## src/rtl/instr_decode_pkg.sv

```systemverilog
// Shared MIPS decode definitions: opcode/funct encodings, one-hot op bit indices,
// FIFO occupancy states and the decoded-entry record stored by the skid buffer.
package instr_decode_pkg;

    localparam int NUM_OPS = 31;

    // Primary opcodes (instr[31:26])
    localparam logic [5:0] OPC_SPECIAL = 6'h00;
    localparam logic [5:0] OPC_J       = 6'h02;
    localparam logic [5:0] OPC_JAL     = 6'h03;
    localparam logic [5:0] OPC_BEQ     = 6'h04;
    localparam logic [5:0] OPC_BNE     = 6'h05;
    localparam logic [5:0] OPC_ADDI    = 6'h08;
    localparam logic [5:0] OPC_ADDIU   = 6'h09;
    localparam logic [5:0] OPC_SLTI    = 6'h0A;
    localparam logic [5:0] OPC_SLTIU   = 6'h0B;
    localparam logic [5:0] OPC_ANDI    = 6'h0C;
    localparam logic [5:0] OPC_ORI     = 6'h0D;
    localparam logic [5:0] OPC_XORI    = 6'h0E;
    localparam logic [5:0] OPC_LUI     = 6'h0F;
    localparam logic [5:0] OPC_LW      = 6'h23;
    localparam logic [5:0] OPC_SW      = 6'h2B;

    // SPECIAL funct codes (instr[5:0])
    localparam logic [5:0] FN_SLL  = 6'h00;
    localparam logic [5:0] FN_SRL  = 6'h02;
    localparam logic [5:0] FN_SRA  = 6'h03;
    localparam logic [5:0] FN_SLLV = 6'h04;
    localparam logic [5:0] FN_SRLV = 6'h06;
    localparam logic [5:0] FN_SRAV = 6'h07;
    localparam logic [5:0] FN_JR   = 6'h08;
    localparam logic [5:0] FN_ADD  = 6'h20;
    localparam logic [5:0] FN_ADDU = 6'h21;
    localparam logic [5:0] FN_SUB  = 6'h22;
    localparam logic [5:0] FN_SUBU = 6'h23;
    localparam logic [5:0] FN_AND  = 6'h24;
    localparam logic [5:0] FN_OR   = 6'h25;
    localparam logic [5:0] FN_XOR  = 6'h26;
    localparam logic [5:0] FN_NOR  = 6'h27;
    localparam logic [5:0] FN_SLT  = 6'h2A;
    localparam logic [5:0] FN_SLTU = 6'h2B;

    // Bit positions in the one-hot op vector
    localparam int OP_ADD   = 0;
    localparam int OP_ADDU  = 1;
    localparam int OP_SUB   = 2;
    localparam int OP_SUBU  = 3;
    localparam int OP_AND   = 4;
    localparam int OP_OR    = 5;
    localparam int OP_XOR   = 6;
    localparam int OP_NOR   = 7;
    localparam int OP_SLT   = 8;
    localparam int OP_SLTU  = 9;
    localparam int OP_SLL   = 10;
    localparam int OP_SRL   = 11;
    localparam int OP_SRA   = 12;
    localparam int OP_SLLV  = 13;
    localparam int OP_SRLV  = 14;
    localparam int OP_SRAV  = 15;
    localparam int OP_ADDI  = 16;
    localparam int OP_ADDIU = 17;
    localparam int OP_ANDI  = 18;
    localparam int OP_ORI   = 19;
    localparam int OP_XORI  = 20;
    localparam int OP_SLTI  = 21;
    localparam int OP_SLTIU = 22;
    localparam int OP_LUI   = 23;
    localparam int OP_LW    = 24;
    localparam int OP_SW    = 25;
    localparam int OP_BEQ   = 26;
    localparam int OP_BNE   = 27;
    localparam int OP_J     = 28;
    localparam int OP_JAL   = 29;
    localparam int OP_JR    = 30;

    typedef enum logic [1:0] {
        ST_EMPTY = 2'd0,
        ST_ONE   = 2'd1,
        ST_TWO   = 2'd2
    } occ_t;

    typedef struct packed {
        logic [NUM_OPS-1:0] op;
        logic [4:0]         rs;
        logic [4:0]         rt;
        logic [4:0]         rd;
        logic [4:0]         shamt;
        logic [15:0]        imm16;
        logic [25:0]        target;
        logic [31:0]        pc;
        logic               illegal;
    } entry_t;

endpackage

```

## src/rtl/instr_decode_op_lookup.sv

```systemverilog
// Combinational instruction-to-entry decode; zero latency, no flow control.
// Only opcode (and funct under SPECIAL) select the op bit; unknown codes give op=0.
module op_lookup
    import instr_decode_pkg::*;
(
    input  logic [31:0] instr,
    input  logic [31:0] pc,
    output entry_t      entry
);

    logic [5:0]         opcode;
    logic [5:0]         funct;
    logic [NUM_OPS-1:0] op;

    assign opcode = instr[31:26];
    assign funct  = instr[5:0];

    always_comb begin
        op = '0;
        if (opcode == OPC_SPECIAL) begin
            case (funct)
                FN_ADD:  op[OP_ADD]  = 1'b1;
                FN_ADDU: op[OP_ADDU] = 1'b1;
                FN_SUB:  op[OP_SUB]  = 1'b1;
                FN_SUBU: op[OP_SUBU] = 1'b1;
                FN_AND:  op[OP_AND]  = 1'b1;
                FN_OR:   op[OP_OR]   = 1'b1;
                FN_XOR:  op[OP_XOR]  = 1'b1;
                FN_NOR:  op[OP_NOR]  = 1'b1;
                FN_SLT:  op[OP_SLT]  = 1'b1;
                FN_SLTU: op[OP_SLTU] = 1'b1;
                FN_SLL:  op[OP_SLL]  = 1'b1;
                FN_SRL:  op[OP_SRL]  = 1'b1;
                FN_SRA:  op[OP_SRA]  = 1'b1;
                FN_SLLV: op[OP_SLLV] = 1'b1;
                FN_SRLV: op[OP_SRLV] = 1'b1;
                FN_SRAV: op[OP_SRAV] = 1'b1;
                FN_JR:   op[OP_JR]   = 1'b1;
                default: ;
            endcase
        end else begin
            case (opcode)
                OPC_ADDI:  op[OP_ADDI]  = 1'b1;
                OPC_ADDIU: op[OP_ADDIU] = 1'b1;
                OPC_ANDI:  op[OP_ANDI]  = 1'b1;
                OPC_ORI:   op[OP_ORI]   = 1'b1;
                OPC_XORI:  op[OP_XORI]  = 1'b1;
                OPC_SLTI:  op[OP_SLTI]  = 1'b1;
                OPC_SLTIU: op[OP_SLTIU] = 1'b1;
                OPC_LUI:   op[OP_LUI]   = 1'b1;
                OPC_LW:    op[OP_LW]    = 1'b1;
                OPC_SW:    op[OP_SW]    = 1'b1;
                OPC_BEQ:   op[OP_BEQ]   = 1'b1;
                OPC_BNE:   op[OP_BNE]   = 1'b1;
                OPC_J:     op[OP_J]     = 1'b1;
                OPC_JAL:   op[OP_JAL]   = 1'b1;
                default: ;
            endcase
        end
    end

    always_comb begin
        entry         = '0;
        entry.op      = op;
        entry.rs      = instr[25:21];
        entry.rt      = instr[20:16];
        entry.rd      = instr[15:11];
        entry.shamt   = instr[10:6];
        entry.imm16   = instr[15:0];
        entry.target  = instr[25:0];
        entry.pc      = pc;
        entry.illegal = ~|op;
    end

endmodule

```

## src/rtl/instr_decode.sv

```systemverilog
// Decodes accepted instructions into a 2-entry skid FIFO; one cycle accept-to-valid.
// in_ready is registered (low only when both entries are full); flush empties the FIFO.
module instr_decode
    import instr_decode_pkg::*;
#(
    parameter int CNT_W = 16
) (
    input  logic             clk,
    input  logic             rst,
    input  logic             in_valid,
    output logic             in_ready,
    input  logic [31:0]      instr,
    input  logic [31:0]      in_pc,
    input  logic             flush,
    output logic             out_valid,
    input  logic             out_ready,
    output logic [30:0]      op,
    output logic [4:0]       rs,
    output logic [4:0]       rt,
    output logic [4:0]       rd,
    output logic [4:0]       shamt,
    output logic [15:0]      imm16,
    output logic [25:0]      target,
    output logic [31:0]      out_pc,
    output logic             illegal,
    output logic [CNT_W-1:0] illegal_cnt
);

    entry_t dec;
    entry_t head_q;
    entry_t tail_q;
    occ_t   state;
    logic   push;
    logic   pop;

    op_lookup u_op_lookup (
        .instr (instr),
        .pc    (in_pc),
        .entry (dec)
    );

    // A push coinciding with flush is dropped entirely, including from the count.
    assign push = in_valid && in_ready && !flush;
    assign pop  = out_valid && out_ready;

    always_ff @(posedge clk or posedge rst) begin
        if (rst) begin
            state     <= ST_EMPTY;
            head_q    <= '0;
            tail_q    <= '0;
            in_ready  <= 1'b1;
            out_valid <= 1'b0;
        end else if (flush) begin
            state     <= ST_EMPTY;
            in_ready  <= 1'b1;
            out_valid <= 1'b0;
        end else begin
            case (state)
                ST_EMPTY: begin
                    if (push) begin
                        head_q    <= dec;
                        state     <= ST_ONE;
                        out_valid <= 1'b1;
                    end
                end
                ST_ONE: begin
                    if (push && pop) begin
                        head_q <= dec;
                    end else if (push) begin
                        tail_q   <= dec;
                        state    <= ST_TWO;
                        in_ready <= 1'b0;
                    end else if (pop) begin
                        state     <= ST_EMPTY;
                        out_valid <= 1'b0;
                    end
                end
                ST_TWO: begin
                    if (pop) begin
                        head_q   <= tail_q;
                        state    <= ST_ONE;
                        in_ready <= 1'b1;
                    end
                end
                default: begin
                    state     <= ST_EMPTY;
                    in_ready  <= 1'b1;
                    out_valid <= 1'b0;
                end
            endcase
        end
    end

    always_ff @(posedge clk or posedge rst) begin
        if (rst) begin
            illegal_cnt <= '0;
        end else if (push && dec.illegal && (illegal_cnt != {CNT_W{1'b1}})) begin
            illegal_cnt <= illegal_cnt + CNT_W'(1);
        end
    end

    assign op      = head_q.op;
    assign rs      = head_q.rs;
    assign rt      = head_q.rt;
    assign rd      = head_q.rd;
    assign shamt   = head_q.shamt;
    assign imm16   = head_q.imm16;
    assign target  = head_q.target;
    assign out_pc  = head_q.pc;
    assign illegal = head_q.illegal;

endmodule

```

## config.mk

```make
export PLATFORM = sky130hd
export DESIGN_NAME = instr_decode
export DESIGN_NICKNAME = d
export VERILOG_FILES = /design/src/rtl/instr_decode_pkg.sv /design/src/rtl/instr_decode_op_lookup.sv /design/src/rtl/instr_decode.sv
export SDC_FILE = /design/constraint.sdc
export NUM_CORES = 1
export LEC_CHECK = 0
export CORE_MARGIN = 4
export CORE_UTILIZATION = 55
export DETAILED_ROUTE_END_ITERATION = 16
export PLACE_DENSITY = 0.8
export RECOVER_POWER = 100
export SLEW_MARGIN = 20
export SYNTH_ARGS = -nofsm -noshare
export SYNTH_HDL_FRONTEND = slang
export SYNTH_HIERARCHICAL = 1
export SYNTH_SLANG_ARGS = --single-unit
```

## constraint.sdc

```tcl
create_clock -name clk -period 27 [get_ports clk]
set_input_delay 5.4 -clock clk [delete_from_list [all_inputs] [get_ports clk]]
set_output_delay 5.4 -clock clk [all_outputs]
set_load 0.02 [all_outputs]
```

Yosys cells after proc, flatten, opt, wreduce, memory -nomap -nowiden
Index checks and enable logic that the tools add are counted.
{"block": "word_totals", "in_bits": 69, "wordCells": 144, "output_inout_bits": 144, "ff_bits": 272}
{"block": "op_classes", "bitwise": 2, "n_reduce_logical": 18, "n_eq_ne": 45, "addsub": 1, "muxes": 56}
{"operator": "2-to-1 mux 126 bit", "count": 3}
{"operator": "one-hot mux 126 bit (3 select lines)", "count": 1}
{"operator": "equality test 6 bit (second input constant)", "count": 12}
{"operator": "equality test 6 x 4 -> 1 bit (second input constant)", "count": 9}
{"operator": "2-to-1 mux 1 bit", "count": 41}
{"operator": "OR reduction 31 bit", "count": 1}
{"operator": "equality test 6 x 3 -> 1 bit (second input constant)", "count": 5}
{"operator": "equality test 6 x 2 -> 1 bit (second input constant)", "count": 4}
{"operator": "!= test 3 bit (second input constant)", "count": 6}
{"operator": "adder 16 x 1 -> 16 bit (second input constant)", "count": 1}
{"operator": "2-to-1 mux 16 bit", "count": 1}
{"operator": "!= test 16 bit (second input constant)", "count": 1}
{"operator": "2-to-1 mux 14 bit", "count": 1}
{"operator": "zero test 6 bit", "count": 2}
{"operator": "2-to-1 mux 2 bit", "count": 6}
{"operator": "AND reduction 4 bit", "count": 3}
{"operator": "!= test 2 bit (second input constant)", "count": 5}
{"operator": "AND reduction 5 bit", "count": 2}
{"operator": "logical AND 1 bit", "count": 6}
{"operator": "one-hot mux 1 bit (3 select lines)", "count": 2}
{"operator": "one-hot mux 2 bit (3 select lines)", "count": 1}
{"operator": "!= test 4 bit (second input constant)", "count": 1}
{"operator": "nonzero test 3 bit", "count": 1}
{"operator": "equality test 2 x 1 -> 1 bit (second input constant)", "count": 1}
{"operator": "4 further kinds", "count": 6}

Logic depth before layout (Yosys ltp)
{"block": "logic_depth", "word_depth": 7, "mapped_depth": 9, "mapped_depth_nobuf": 8}

Modules after synthesis
The synthesis kept the hierarchy.
{"module": "instr_decode", "seq_area_each_um2": 6807.8, "area_per_inst_um2": 11618.6, "cells_per_inst": 928, "instances": 1}
{"module": "op_lookup", "seq_area_each_um2": 0.0, "area_per_inst_um2": 1062.3, "cells_per_inst": 160, "instances": 1}

Worst setup path before layout
No wires, ideal clock.
{"block": "synth_timing", "kind": "in2reg", "start": "input instr[31]", "end": "register illegal_cnt[13]", "required_time_ns": 26.875, "path_stages": 8, "path_buffers": 0, "arrival_time_ns": 7.212, "slack_ns": 19.663, "setup_ns": 0.125, "cell_sequence": "or4_1 nor4_4 o211ai_1 o21a_1 nand4b_1 nor4_1 nand3_1 mux2_2"}
{"item": "from (decl)", "line_no": "instr_decode.sv:12", "source": "input logic [31:0] instr,"}
{"item": "to (signal assigned)", "line_no": "instr_decode.sv:98", "source": "illegal_cnt <= illegal_cnt + CNT_W'(1);"}
{"item": "to (decl)", "line_no": "instr_decode.sv:26", "source": "output logic [CNT_W-1:0] illegal_cnt"}

==> results.sh <==
export IMPL_drc=0
export IMPL_clockBufferDepth=3
export IMPL_drtIter0Drc=574
export IMPL_antenna_found_initial=3
export IMPL_port_buffer_count=212
export IMPL_syn_nets=1158
export IMPL_synthAdderAreaFrac_pct=0.0987
export IMPL_wl_mm=28.7
export IMPL_outcome="complete, but fails checks"
export IMPL_fmax_ghz=0.0826
export IMPL_setup_tns_ns=0
export IMPL_grt_pass1_wl_mm=46.9
export IMPL_ff2ff_setup_slack_ns=21.06
export IMPL_crit_fanout=107
export IMPL_hold_start="tail_q[64]"
export IMPL_irDropWorstVdd_uv=57.7
export IMPL_routed_via_density=5.79
export IMPL_netlist_cell_type_count=46
export IMPL_cts_resized=0
export IMPL_startpoint="rst"
export IMPL_first_pass_iters=4
export IMPL_post_place_ws_ns=18.37
export IMPL_finalClockSkew_ns=0.00523
export IMPL_gp_congestion=0.775
export IMPL_syn_inst=1088
export IMPL_grt_pass1_vias=8778
export IMPL_synth_top_family_by_area="multiplexers"
export IMPL_worst_setup_path_end_kind="asynchronous set/reset pin"
export IMPL_crit_required_ns=26.63
export IMPL_h_tree_depth=1
export IMPL_violations="capacitance limit, slew limit"
export IMPL_dieArea_sq_um=25500
export IMPL_yosys_warnings=6
export IMPL_crit_type="input port to asynchronous set/reset pin"
export IMPL_tightest_slew_ns=4.60
export IMPL_ys_flop_type="dfrtp_1"
export IMPL_gr_total_overflow=0
export IMPL_report_final_hold_viol_count=0
export IMPL_wire_per_inst_um=19.4
export IMPL_grt_max_degree=112
export IMPL_clkSlewWorstSetupHoldPaths_ns=0.06
export IMPL_critPathSlowestCell="clkbuf_1"
export IMPL_areaGrowthSynthToFinish_pct=19.2
export IMPL_worst_slack_ns=14.89
export IMPL_ant_nets=0
export IMPL_post_cts_repair_setup_buffers=0
export IMPL_avgSynthCellArea_sq_um=11.7
export IMPL_nNetsFinal=1242
export IMPL_clockRootBuffer="clkbuf_16"
export IMPL_min_to="tail_q[64]"
export IMPL_cp_arrival_ns=11.74
export IMPL_rr_startpoint="state[1]"
export IMPL_hold_ws_ns=0.484
export IMPL_drive_gt1_share_pct=11.8
export IMPL_r2r_end="rt[1]"
export IMPL_synth_edf_count=0
export IMPL_maxCapViolations=7
export IMPL_cp_start_kind="input port"
export IMPL_clk_latency_ns=0.53
export IMPL_p_per_area_nw_per_um2=92.4
export IMPL_p_int_mw=0.960
export IMPL_comb_power_share_pct=27.8
export IMPL_die_y_um=160
export IMPL_die_x_um=160
export IMPL_synthArstFlopShare_pct=100
export IMPL_slew_violations=452
export IMPL_hp_class="register to register"
export IMPL_fin_crit_sh_pct=44.9
export IMPL_yosys_area_share_simple_pct=4.57
export IMPL_p_seq_share_pct=43.9
export IMPL_cts_hold_buf=0
export IMPL_vias=8569
export IMPL_clock_sinks=272
export IMPL_pin_count=213
export IMPL_seq_area_frac_synth_pct=53.7
export IMPL_setup_violations=0
export IMPL_initial_core_util_pct=56.0
export IMPL_reg2reg_depth=7
export IMPL_slew_headroom_pct=-208
export IMPL_track_usage_pct=22.3
export IMPL_crit_chain="dlygate4sd3_1 -> clkinvlp_2 -> clkbuf_1"
export IMPL_slowest_delay_ns=3.18
export IMPL_hold_depth=1
export IMPL_static_leakage_power_nw=6.92
export IMPL_rows=55
export IMPL_min_period_ns=12.11
export IMPL_cts_tree="done"
export IMPL_synth_area_sq_um=12700
export IMPL_p_switching_mw=0.436
export IMPL_ys_ff_latch=272
export IMPL_synth_xor_area_share_pct=0.622
export IMPL_switching_share_pct=31.3
export IMPL_cts_buffers=27
export IMPL_synthMuxAreaShare_pct=21.6
export IMPL_coreArea_sq_um=22600
export IMPL_clockPowerShare_pct=28.3
export IMPL_hpwl_mm=17.8
export IMPL_rsz0062_at_grt="no"
export IMPL_synth_compound_area_share_pct=11.3
-- per-layer routing --
metal | GRT usage [%] | part of all wire (%)
met1 | 31.0 | 44
met2 | 35.7 | 47
met3 | 4.70 | 6.4
met4 | 6.49 | 2.5
met5 | 0 | 0
-- worst max-delay path: cells and delay by family --
family,cells,cell delay (ns)
buffers and inverters,3,6.27
-- cells in the mapped netlist (9+ instances only) --
cell type,n,area (sq um)
dfrtp_1,271,6780
buf_2,14,70.1
mux2i_1,128,1280
nor3_1,9,45.0
buf_4,99,743
nand3_1,10,50.1
mux2_1,40,450
nor2_1,29,109
clkbuf_1,46,173
mux2_2,89,1000
o21ai_0,250,1250
nand2_1,13,48.8
-- how the worst max path moves through the flow --
| stage | end |
|---|---|
| 2_1_floorplan | illegal |
| 3_5_place_dp | target[5] |
| 6_report | target[22] |
| 3_3_place_gp | target[5] |
| 5_1_grt | rd[2] |
| 4_1_cts | target[3] |
-- cell usage in the layout (no fill, tap or decap), types with 5 or more instances in the layout --
| cell | n |
|---|---|
| mux2_2 | 88 |
| dfrtp_1 | 271 |
| mux2_1 | 41 |
| nand2_1 | 13 |
| clkdlybuf4s50_1 | 63 |
| a21oi_1 | 8 |
| dlygate4sd3_1 | 148 |
| mux2i_1 | 128 |
| nor2_1 | 29 |
| nand4_1 | 5 |
| nor4_1 | 5 |
| xnor2_1 | 8 |
| bufinv_16 | 5 |
| buf_4 | 5 |
| nor3_1 | 9 |
| nand3b_1 | 7 |
| clkbuf_16 | 27 |
| clkbuf_1 | 15 |
| o21ai_0 | 253 |
| nand3_1 | 10 |
-- through the flow --
step	area (sq um)	cells	power, mW	utilization (%)
2_1_floorplan	12700	1088	0.849	-
3_3_place_gp	14200	1428	1.02	62.9
3_5_place_dp	14200	1428	1.04	62.9
4_1_cts	15200	1478	1.44	67.0
5_1_grt	15100	1481	1.47	66.7
6_report	15100	1481	1.40	66.7
-- kinds of logic (layout without fill, tap and decap cells) --
logic type,count (synthesis),count (layout)
AO/OA/AOI/OAI,275,275
multiplexers,257,257
adder cells (fa/ha/maj),1,1
other,0,3
flip-flops,272,272
buffers and inverters,171,276
AND/OR/NAND/NOR,103,103
XOR/XNOR,9,9
-- power groups by stage --
| stage | registers (mW) | logic (mW) | clock network [mW] |
|---|---|---|---|
| after floorplan | 0.681 | 0.168 | 0 |
| after global placement | 0.616 | 0.405 | 0 |
| after detailed placement | 0.622 | 0.416 | 0 |
| after CTS | 0.616 | 0.418 | 0.402 |
| after global routing | 0.632 | 0.422 | 0.419 |
| final | 0.613 | 0.389 | 0.395 |
-- state kept, by name, summed over array words and instances, names as in the netlist, 2 cells and up --
signal / cells
tail_q: 126
out_pc: 32
op: 31
target: 26
illegal_cnt: 16
imm16: 16
rd: 5
rs: 5
rt: 5
shamt: 5
state: 2
-- area by class of cell --
type | instances | area [sq um]
clock inverters | 12 | 196
diodes | 3 | 7.51
fillers | 1682 | 7530
well taps | 285 | 357
clock buffers | 38 | 737
inverters | 3 | 12.5
repair buffers | 223 | 2180
multi-input cells | 645 | 4810
flip-flops and latches | 272 | 6810
No activity file was read; power rests on OpenSTA's default activity.
